[src/rtl/master_out_port_pkg.sv]
// master_out_port_pkg
//   Shared definitions for the serial master->slave link: default widths,
//   the transfer state encoding shared with the slave and return-path ports,
//   and a counter-width helper.
package master_out_port_pkg;

    localparam int unsigned ADDR_WIDTH_DEF = 12;
    localparam int unsigned DATA_WIDTH_DEF = 8;

    typedef enum logic [1:0] {
        ST_IDLE = 2'd0,
        ST_REQ  = 2'd1,
        ST_SEND = 2'd2,
        ST_DONE = 2'd3
    } state_t;

    // ceil(log2(v)), never less than 1 so every counter has at least one bit
    function automatic int unsigned clog2_min1(input int unsigned v);
        int unsigned r;
        r = 0;
        for (int unsigned i = 0; i < 32; i++) begin
            if ((64'd1 << i) < 64'(v)) begin
                r = i + 1;
            end
        end
        return (r == 0) ? 1 : r;
    endfunction

endpackage

[src/rtl/master_out_port_if.sv]
// master_out_port_if
//   Serial link between master_out_port (master modport) and slave_in_port
//   (slave modport).
//   master_valid : request pending toward slave
//   slave_ready  : slave can accept a transfer
//   tx_address   : serial address bit, LSB first
//   tx_data      : serial write-data bit, LSB first
//   write_en     : write transfer in progress
//   read_en      : read transfer in progress
interface master_out_port_if;

    logic master_valid;
    logic slave_ready;
    logic tx_address;
    logic tx_data;
    logic write_en;
    logic read_en;

    modport master (
        output master_valid,
        output tx_address,
        output tx_data,
        output write_en,
        output read_en,
        input  slave_ready
    );

    modport slave (
        input  master_valid,
        input  tx_address,
        input  tx_data,
        input  write_en,
        input  read_en,
        output slave_ready
    );

endinterface

[src/rtl/master_out_port_piso_shift.sv]
// piso_shift
//   Parallel-in serial-out shift register, LSB first, zero-filled from the top.
//   clk      : clock
//   reset    : asynchronous, active-high; clears the register
//   load     : capture din (has priority over shift_en)
//   shift_en : shift right by one
//   din      : parallel load value
//   sout     : current LSB
module piso_shift #(
    parameter int unsigned W = 8
) (
    input  logic         clk,
    input  logic         reset,
    input  logic         load,
    input  logic         shift_en,
    input  logic [W-1:0] din,
    output logic         sout
);

    logic [W-1:0] r_sh;

    always_ff @(posedge clk or posedge reset) begin
        if (reset) begin
            r_sh <= '0;
        end else if (load) begin
            r_sh <= din;
        end else if (shift_en) begin
            r_sh <= r_sh >> 1;
        end
    end

    assign sout = r_sh[0];

endmodule

[src/rtl/master_out_port.sv]
// master_out_port
//   Transmit side of the serial master->slave link. Captures a parallel
//   request, raises master_valid until slave_ready, then shifts address and
//   write data out LSB-first on two lines in parallel.
//   clk, reset         : clock, asynchronous active-high reset
//   req                : start transfer (sampled only in IDLE)
//   req_write          : 1 = write, 0 = read
//   addr_in, data_in   : request address / write data, captured with req
//   bus                : serial link, master modport
//   idle               : request will be accepted
//   tx_done            : one-cycle pulse after the last address bit
//   timeout            : one-cycle pulse when the request is abandoned
module master_out_port
    import master_out_port_pkg::*;
#(
    parameter int unsigned ADDR_WIDTH    = ADDR_WIDTH_DEF,
    parameter int unsigned DATA_WIDTH    = DATA_WIDTH_DEF,
    parameter int unsigned READY_TIMEOUT = 0
) (
    input  logic                  clk,
    input  logic                  reset,
    input  logic                  req,
    input  logic                  req_write,
    input  logic [ADDR_WIDTH-1:0] addr_in,
    input  logic [DATA_WIDTH-1:0] data_in,
    master_out_port_if.master     bus,
    output logic                  idle,
    output logic                  tx_done,
    output logic                  timeout
);

    localparam int unsigned CNT_W  = clog2_min1(ADDR_WIDTH);
    localparam int unsigned WAIT_W = clog2_min1(READY_TIMEOUT + 1);
    localparam logic [CNT_W-1:0]  LAST_BIT   = CNT_W'(ADDR_WIDTH - 1);
    localparam logic [WAIT_W-1:0] WAIT_LAST  = WAIT_W'((READY_TIMEOUT == 0) ? 0 : READY_TIMEOUT - 1);
    localparam bit                TIMEOUT_EN = (READY_TIMEOUT != 0);

    state_t              r_state;
    state_t              w_next;
    logic [CNT_W-1:0]    r_bit_cnt;
    logic [WAIT_W-1:0]   r_wait_cnt;
    logic                r_write;
    logic                r_timeout;

    logic                w_load;
    logic                w_shift;
    logic                w_handshake;
    logic                w_expire;
    logic                w_addr_bit;
    logic                w_data_bit;
    logic [DATA_WIDTH-1:0] w_data_load;

    assign w_load      = (r_state == ST_IDLE) && req;
    assign w_shift     = (r_state == ST_SEND);
    assign w_handshake = (r_state == ST_REQ) && bus.slave_ready;
    assign w_expire    = TIMEOUT_EN && (r_state == ST_REQ) && !bus.slave_ready
                         && (r_wait_cnt == WAIT_LAST);
    // reads load zeros so tx_data stays low for the whole transfer
    assign w_data_load = req_write ? data_in : '0;

    piso_shift #(.W(ADDR_WIDTH)) u_addr_sh (
        .clk      (clk),
        .reset    (reset),
        .load     (w_load),
        .shift_en (w_shift),
        .din      (addr_in),
        .sout     (w_addr_bit)
    );

    piso_shift #(.W(DATA_WIDTH)) u_data_sh (
        .clk      (clk),
        .reset    (reset),
        .load     (w_load),
        .shift_en (w_shift),
        .din      (w_data_load),
        .sout     (w_data_bit)
    );

    always_ff @(posedge clk or posedge reset) begin
        if (reset) begin
            r_state <= ST_IDLE;
        end else begin
            r_state <= w_next;
        end
    end

    always_comb begin
        w_next = r_state;
        unique case (r_state)
            ST_IDLE: if (req) w_next = ST_REQ;
            ST_REQ: begin
                if (w_handshake) begin
                    w_next = ST_SEND;
                end else if (w_expire) begin
                    w_next = ST_IDLE;
                end
            end
            ST_SEND: if (r_bit_cnt == LAST_BIT) w_next = ST_DONE;
            ST_DONE: w_next = ST_IDLE;
            default: w_next = ST_IDLE;
        endcase
    end

    always_ff @(posedge clk or posedge reset) begin
        if (reset) begin
            r_bit_cnt  <= '0;
            r_wait_cnt <= '0;
            r_write    <= 1'b0;
            r_timeout  <= 1'b0;
        end else begin
            r_timeout <= w_expire;
            if (w_load) begin
                r_write <= req_write;
            end
            unique case (r_state)
                ST_REQ: begin
                    r_bit_cnt  <= '0;
                    r_wait_cnt <= w_handshake ? '0 : r_wait_cnt + 1'b1;
                end
                ST_SEND: begin
                    r_bit_cnt  <= r_bit_cnt + 1'b1;
                    r_wait_cnt <= '0;
                end
                default: begin
                    r_bit_cnt  <= '0;
                    r_wait_cnt <= '0;
                end
            endcase
        end
    end

    always_comb begin
        idle             = (r_state == ST_IDLE);
        bus.master_valid = (r_state == ST_REQ);
        bus.tx_address   = w_shift && w_addr_bit;
        bus.tx_data      = w_shift && w_data_bit;
        bus.write_en     = (r_state != ST_IDLE) && r_write;
        bus.read_en      = (r_state != ST_IDLE) && !r_write;
        tx_done          = (r_state == ST_DONE);
        timeout          = r_timeout;
    end

endmodule

[src/flat_wrapper.sv]
// flat-port wrapper written by rule: the top's interface ports become plain ports
module master_out_port_flat import master_out_port_pkg::*;
#(
    parameter int unsigned ADDR_WIDTH    = ADDR_WIDTH_DEF,
    parameter int unsigned DATA_WIDTH    = DATA_WIDTH_DEF,
    parameter int unsigned READY_TIMEOUT = 0
)
  (clk, reset, req, req_write, addr_in, data_in, idle, tx_done, timeout, bus_master_valid, bus_tx_address, bus_tx_data, bus_write_en, bus_read_en, bus_slave_ready);
  master_out_port_if bus_i ();
  input  logic clk;
  input  logic reset;
  input  logic req;
  input  logic req_write;
  input  logic [ADDR_WIDTH-1:0] addr_in;
  input  logic [DATA_WIDTH-1:0] data_in;
  output logic idle;
  output logic tx_done;
  output logic timeout;
  output wire logic [$bits(bus_i.master_valid)-1:0] bus_master_valid;
  output wire logic [$bits(bus_i.tx_address)-1:0] bus_tx_address;
  output wire logic [$bits(bus_i.tx_data)-1:0] bus_tx_data;
  output wire logic [$bits(bus_i.write_en)-1:0] bus_write_en;
  output wire logic [$bits(bus_i.read_en)-1:0] bus_read_en;
  input wire logic [$bits(bus_i.slave_ready)-1:0] bus_slave_ready;
  assign bus_master_valid = bus_i.master_valid;
  assign bus_tx_address = bus_i.tx_address;
  assign bus_tx_data = bus_i.tx_data;
  assign bus_write_en = bus_i.write_en;
  assign bus_read_en = bus_i.read_en;
  assign bus_i.slave_ready = bus_slave_ready;
  master_out_port #(.ADDR_WIDTH(ADDR_WIDTH), .DATA_WIDTH(DATA_WIDTH), .READY_TIMEOUT(READY_TIMEOUT)) u_core (.clk(clk), .reset(reset), .req(req), .req_write(req_write), .addr_in(addr_in), .data_in(data_in), .bus(bus_i), .idle(idle), .tx_done(tx_done), .timeout(timeout));
endmodule
[config.mk]
export PLATFORM = sky130hd
export DESIGN_NAME = master_out_port_flat
export DESIGN_NICKNAME = d
export VERILOG_FILES = /design/src/rtl/master_out_port_pkg.sv /design/src/rtl/master_out_port_if.sv /design/src/rtl/master_out_port_piso_shift.sv /design/src/rtl/master_out_port.sv /design/src/flat_wrapper.sv
export SDC_FILE = /design/constraint.sdc
export NUM_CORES = 1
export LEC_CHECK = 0
export ABC_AREA = 0
export BUFFER_PORTS_ARGS = -buffer_cell sky130_fd_sc_hd__buf_4
export CAP_MARGIN = 10
export CORE_ASPECT_RATIO = 1.2
export CORE_MARGIN = 4
export CORE_UTILIZATION = 45
export DETAILED_ROUTE_END_ITERATION = 8
export PLACE_DENSITY = 0.69
export SYNTH_ARGS = -nofsm -noshare
export SYNTH_HDL_FRONTEND = slang
export SYNTH_HIERARCHICAL = 1
export SYNTH_SLANG_ARGS = --single-unit
[constraint.sdc]
create_clock -name clk -period 1.8 [get_ports clk]
set_input_delay 0.18 -clock clk [delete_from_list [all_inputs] [get_ports clk]]
set_output_delay 0.18 -clock clk [all_outputs]
set_load 0.02 [all_outputs]
# Word level (Yosys, flattened, before mapping)
# Index checks and enable logic that the tools add are counted.
# totals
ff_bits,27
latchBits,0
mem_bits_rw,0
romBits,0
output_inout_bits,8
wordCells,34
memories,0
# classes
add_sub_neg,1
n_mul,0
div_mod_pow,0
order_cmp,0
n_eq_ne,7
shifts,0
n_mux,10
bitwise,0
reduce_logical,11
# ops
op,count
12-bit 2-to-1 mux,2
8-bit 2-to-1 mux,3
2-bit one-hot mux with 4 select lines,1
1-bit logical AND,6
2-bit 2-to-1 mux,3
"4-bit by 1-bit adder with 4-bit output, second input constant",1
"2-bit equality test, second input constant",2
"4-bit equality test, second input constant",1
4-bit 2-to-1 mux,1
"2-bit != test, second input constant",2
2-bit nonzero test,2
3-bit AND reduction,1
"2-bit by 1-bit equality test with 1-bit output, second input constant",1
2-bit logical NOT,1
"2-bit by 1-bit != test with 1-bit output, second input constant",1
1-bit logical NOT,1

# Depth between registers and ports, before layout
# logic_depth
word_depth,4
depth_mapped,6
mapped_depth_nobuf,5

# By module
# Netlist, hierarchy kept.
# by_module_without_submodules
mod,instances,cells_each,area_per_inst_um2,seq_area_each_um2
piso_shift (u_core.u_addr_sh),1,52,550.5,300.3
master_out_port,1,47,466.7,175.2
piso_shift (u_core.u_data_sh),1,35,372.9,200.2

# Worst setup path after synthesis
# OpenSTA, ideal clock, no wires.
# synth_path
kind,register to register
start,reg u_core.r_state[0]
end,reg u_core.r_write
arrival_time_ns,1.566
setup_slack_ns,0.110
stages_incl_launch_ff,5
path_buffers,0
period_less_slack_ns,1.690
path_cell_list,dfrtp_1 inv_1 ha_1 and2_1 mux2_2
# synth_between
elab_chain_len,2
# synth_lines
element,line_no,text
"start, declared",master_out_port.sv:38,state_t r_state;
"start signal, assigned",master_out_port.sv:83,r_state <= w_next;
2-bit logical NOT,--,
via idle,flat_wrapper.sv:16,output logic idle;
1-bit logical AND,master_out_port.sv:53,assign w_load = (r_state == ST_IDLE) && req;
via u_core.w_load,master_out_port.sv:45,logic w_load;
"end signal, assigned",master_out_port.sv:113,r_write <= req_write;
"end, declared",master_out_port.sv:42,logic r_write;
# The timed path passes the listed nets, and every way through them passes these cells.
# A chain may end at the register's enable or synchronous reset.

# Worst setup path after layout
# layout_path
start,reg u_core.r_state[0]
end,reg u_core.r_state[1]
# layout_between
elab_chain_len,4
word_cells_on_any_way,10
# layout_lines
element,line_no,text
2-bit by 1-bit equality test with 1-bit output,"master_out_port.sv:55, master_out_port.sv:89",
1-bit logical AND,master_out_port.sv:55,assign w_handshake = (r_state == ST_REQ) && bus.slave_ready;
2-bit by 1-bit != test with 1-bit output (no line),--,
3-bit AND reduction (no line),--,
# Parallel ways exist; a longest one is shown, timed or not.

==> flow_results.xml <==
<?xml version="1.0" encoding="UTF-8"?>
<metrics>
  <group name="worst_setup_path">
    <metric name="crit_path_start" unit="">u_core/r_state[0]</metric>
    <metric name="worst_setup_path_end_kind" unit="">flip-flop</metric>
    <metric name="crit_arrival" unit="ns">1.95</metric>
    <metric name="timing.critical_path.max_delay_family" unit="">flip-flops</metric>
    <metric name="critPathMaxStageDelay" unit="ns">0.47</metric>
    <metric name="cp_max_fo" unit="">6</metric>
    <metric name="r2r_slack" unit="ns">0.07</metric>
    <metric name="worstReg2RegStart" unit="">u_core/r_state[0]</metric>
    <metric name="wp_data_required" unit="ns">2.02</metric>
    <metric name="worst-path-buf-inv" unit="">2</metric>
    <metric name="path_cells" unit="">inv_2 -&gt; ha_1 -&gt; a222oi_1 -&gt; buf_4 -&gt; mux2_1</metric>
    <metric name="worst-setup-path-type" unit="">reg2reg</metric>
    <metric name="critPathLaunchType" unit="">flip-flop</metric>
    <metric name="worstRegToRegCells" unit="">5</metric>
    <metric name="timing.critical_path.depth" unit="">5</metric>
    <metric name="crit_path_top_delay_cell" unit="">sky130_fd_sc_hd__dfrtp_1</metric>
  </group>
  <group name="sta">
    <metric name="maxSlewViolCount" unit="">0</metric>
    <metric name="maxClockFrequency" unit="MHz">577</metric>
    <metric name="clock_skew" unit="ns">0.00364</metric>
    <metric name="setup_ws" unit="ns">0.0681</metric>
    <metric name="period_utilization_post_route" unit="%">96.2</metric>
    <metric name="final_hold_viol_count" unit="">0</metric>
    <metric name="fin_setup_tns" unit="ns">0</metric>
    <metric name="min_period" unit="ns">1.73</metric>
    <metric name="finalHoldWorstSlack" unit="ns">0.0573</metric>
    <metric name="setup_viol" unit="">0</metric>
    <metric name="grt_setup_unrepaired" unit="">no</metric>
  </group>
  <group name="synth">
    <metric name="synthesized_net_count" unit="">165</metric>
    <metric name="synth.cell_area" unit="um2">1390</metric>
    <metric name="synthesis_stage_register_bit_count" unit="">27</metric>
    <metric name="ys_seq_area_share" unit="%">48.6</metric>
    <metric name="synth-edff-count" unit="">0</metric>
    <metric name="ys.warnings.count" unit="">6</metric>
    <metric name="syn-instance-count" unit="">134</metric>
    <metric name="synthSimpleGateAreaFrac" unit="%">14.9</metric>
    <metric name="yosys_most_used_dff" unit="">sky130_fd_sc_hd__dfrtp_1</metric>
    <metric name="synthArstFlopShare" unit="%">100</metric>
    <metric name="synth_largest_area_cell" unit="">sky130_fd_sc_hd__dfrtp_1</metric>
    <metric name="mux_cell_area_share_after_synthesis" unit="%">14.6</metric>
    <metric name="synth_top_family_by_area" unit="">simple AND/OR/NAND/NOR gates</metric>
    <metric name="synth_xor_xnor_area_share" unit="%">1.26</metric>
    <metric name="post-synth-top-count-cell" unit="">sky130_fd_sc_hd__dfrtp_1</metric>
    <metric name="synthTopCellsByCount" unit="">sky130_fd_sc_hd__dfrtp_1 (27), sky130_fd_sc_hd__nand2_1 (20), sky130_fd_sc_hd__mux2i_1 (18)</metric>
    <metric name="synth_compound_gate_area_share" unit="%">9.36</metric>
    <metric name="synth_top_cell_area_share" unit="%">48.6</metric>
    <metric name="synthTopCellsByArea" unit="">sky130_fd_sc_hd__dfrtp_1 (49%), sky130_fd_sc_hd__mux2i_1 (13%), sky130_fd_sc_hd__and2_1 (6.3%), sky130_fd_sc_hd__ha_1 (5.4%), sky130_fd_sc_hd__nand2_1 (5.4%)</metric>
    <metric name="yosys.cell_types.count" unit="">25</metric>
    <metric name="synth_adder_area_share" unit="%">5.40</metric>
    <metric name="synthesized_area_per_cell" unit="um2">10.4</metric>
  </group>
  <group name="drt">
    <metric name="total_wire_length_after_detailed_routing" unit="mm">2.57</metric>
    <metric name="detail_route.drc_violations" unit="">0</metric>
    <metric name="vias" unit="">1028</metric>
    <metric name="drt-initial-drc-count" unit="">37</metric>
    <metric name="detail_route.vias_per_cell" unit="">5.06</metric>
    <metric name="firstDrtPassIters" unit="">4</metric>
    <metric name="drtAntennaViolNets" unit="">0</metric>
    <metric name="detail_route.wl_per_cell" unit="um">12.7</metric>
  </group>
  <group name="layout">
    <metric name="area_growth_syn_to_layout" unit="%">23.6</metric>
    <metric name="diodes" unit="">0</metric>
    <metric name="finish.net_count" unit="">201</metric>
    <metric name="post_route_cells_drive_above_1_share" unit="%">26.0</metric>
    <metric name="stdcell_area" unit="um2">1720</metric>
  </group>
  <group name="die">
    <metric name="die_width" unit="um">58.7</metric>
    <metric name="die_h" unit="um">68.9</metric>
    <metric name="boundaryPins" unit="">33</metric>
    <metric name="starting_density_of_the_core" unit="%">48.5</metric>
    <metric name="core.rowCount" unit="">21</metric>
    <metric name="placeableCoreArea" unit="um2">2860</metric>
    <metric name="fp.dieArea" unit="um2">4050</metric>
  </group>
  <group name="worst_hold_path">
    <metric name="worst_hold_path.num_cells" unit="">3</metric>
    <metric name="worst_hold_startpoint" unit="">addr_in[9]</metric>
    <metric name="timing.hold.worst.class" unit="">in2reg</metric>
  </group>
  <group name="grt">
    <metric name="total_grt_usage" unit="%">14.0</metric>
    <metric name="first_global_vias" unit="">1029</metric>
    <metric name="antenna_violations_before_repair" unit="">0</metric>
    <metric name="grt_start_max_net_pins" unit="">25</metric>
    <metric name="first_pass_grt_wire_length" unit="mm">4.28</metric>
    <metric name="grt_overflow" unit="">0</metric>
  </group>
  <group name="clock_tree">
    <metric name="clkTransAtPathRegs" unit="ns">0.14</metric>
    <metric name="clk_tree_root_cell" unit="">sky130_fd_sc_hd__clkbuf_4</metric>
    <metric name="insertion_delay" unit="ns">0.32</metric>
    <metric name="clock-sinks" unit="">27</metric>
    <metric name="cts_buffer_depth" unit="">2</metric>
    <metric name="clock_tree.htree_level_count" unit="">1</metric>
    <metric name="tritoncts.num_buffers" unit="">3</metric>
    <metric name="tritoncts_clock_tree" unit="">built</metric>
  </group>
  <group name="placement">
    <metric name="gp_routability_congestion" unit="">0.739</metric>
    <metric name="preCtsSetupSlack" unit="ns">0.0710</metric>
    <metric name="post-dp-hpwl" unit="mm">1.95</metric>
    <metric name="placement.cell_area" unit="um2">1640</metric>
    <metric name="port_buffers" unit="">31</metric>
  </group>
  <group name="power">
    <metric name="total_power_per_unit_cell_area" unit="nW/um2">1490</metric>
    <metric name="power" unit="mW">2.55</metric>
    <metric name="power_leakage" unit="nW">0.833</metric>
    <metric name="ir_drop" unit="V">0.000821</metric>
  </group>
  <group name="run_status">
    <metric name="outcome" unit="">finished clean</metric>
  </group>
  <group name="job">
    <metric name="drv_cap" unit="">0</metric>
  </group>
</metrics>
## state kept, by name, indices dropped and copies added (netlist names)
| register | count |
|---|---|
| u_core/r_write | 1 |
| u_core/u_data_sh/r_sh | 8 |
| u_core/r_bit_cnt | 4 |
| u_core/r_state | 2 |
| u_core/u_addr_sh/r_sh | 12 |
## cell type report
class,count,area (um2)
multi-input cells,94,649
fillers,268,1150
clock inverters,1,5.00
repair buffers,37,297
clock buffers,3,22.5
well taps,34,42.5
inverters,7,26.3
flip-flops and latches,27,676
## where the power goes
part,internal [mW],leakage (nW),switching [mW]
clock network,0.0831,0.0177,0.168
registers,0.858,0.346,0.154
logic,0.644,0.469,0.646
total,1.59,0.833,0.968
## logic make-up after synthesis
group,after synthesis
other,1
xor gates and xnor gates,2
and+or+nand+nor,42
AOI/OAI and AO/OA,23
muxes,20
buffers and inverters,13
DFF,27
adders and majority gates,6
## path summary, 6_finish.rpt
| path | endpoint |
|---|---|
| worst max-delay path | u_core/r_state[1] |
| worst min-delay path | u_core/u_addr_sh/r_sh[9] |
| worst max register to register | u_core/r_state[1] |
| worst min register to register | u_core/r_bit_cnt[0] |
| max in group asynchronous | u_core/u_addr_sh/r_sh[0] |
| min in group asynchronous | u_core/r_state[0] |
## placed cells by master (no fill, tap or decap), types with 2 or more instances in the layout
master                     instances
sky130_fd_sc_hd__clkbuf_4          3
sky130_fd_sc_hd__nand2b_1          2
sky130_fd_sc_hd__mux2i_1          18
sky130_fd_sc_hd__dfrtp_1          27
sky130_fd_sc_hd__buf_4            34
sky130_fd_sc_hd__o21ai_1          15
sky130_fd_sc_hd__ha_1              5
sky130_fd_sc_hd__o21ai_0           4
sky130_fd_sc_hd__nor2_1            2
sky130_fd_sc_hd__nor2b_1           2
sky130_fd_sc_hd__and2_1           14
sky130_fd_sc_hd__inv_1             6
sky130_fd_sc_hd__nand2_1          20
## repair_timing
action	4_1_cts	5_1_grt
hold endpoints to repair	27	0
endpoints found under the setup margin	1	3
setup buffers	0	1
hold buffers	1	0
pin swaps	0	1
gates resized for setup	1	6
## per-layer routing
layer	vias up	wire length [um]	track usage [%]
li1	511	-	-
met1	480	1010	15.0
met2	28	1320	26.5
met3	9	162	2.05
met4	0	82	6.80
met5	-	0	0
## tightest hold or removal path: cells and delay by family
family,cells,cell delay [ns]
and+or+nand+nor,1,0.05
AOI/OAI and AO/OA,1,0.04
buffers and inverters,1,0.07
## stage by stage
stage / util [%] / cells
2_1_floorplan: - / 134
3_3_place_gp: 57.4 / 197
3_5_place_dp: 57.4 / 197
4_1_cts: 58.8 / 202
5_1_grt: 60.0 / 203
6_report: 60.0 / 203
No activity file was read; power rests on OpenSTA's default activity.
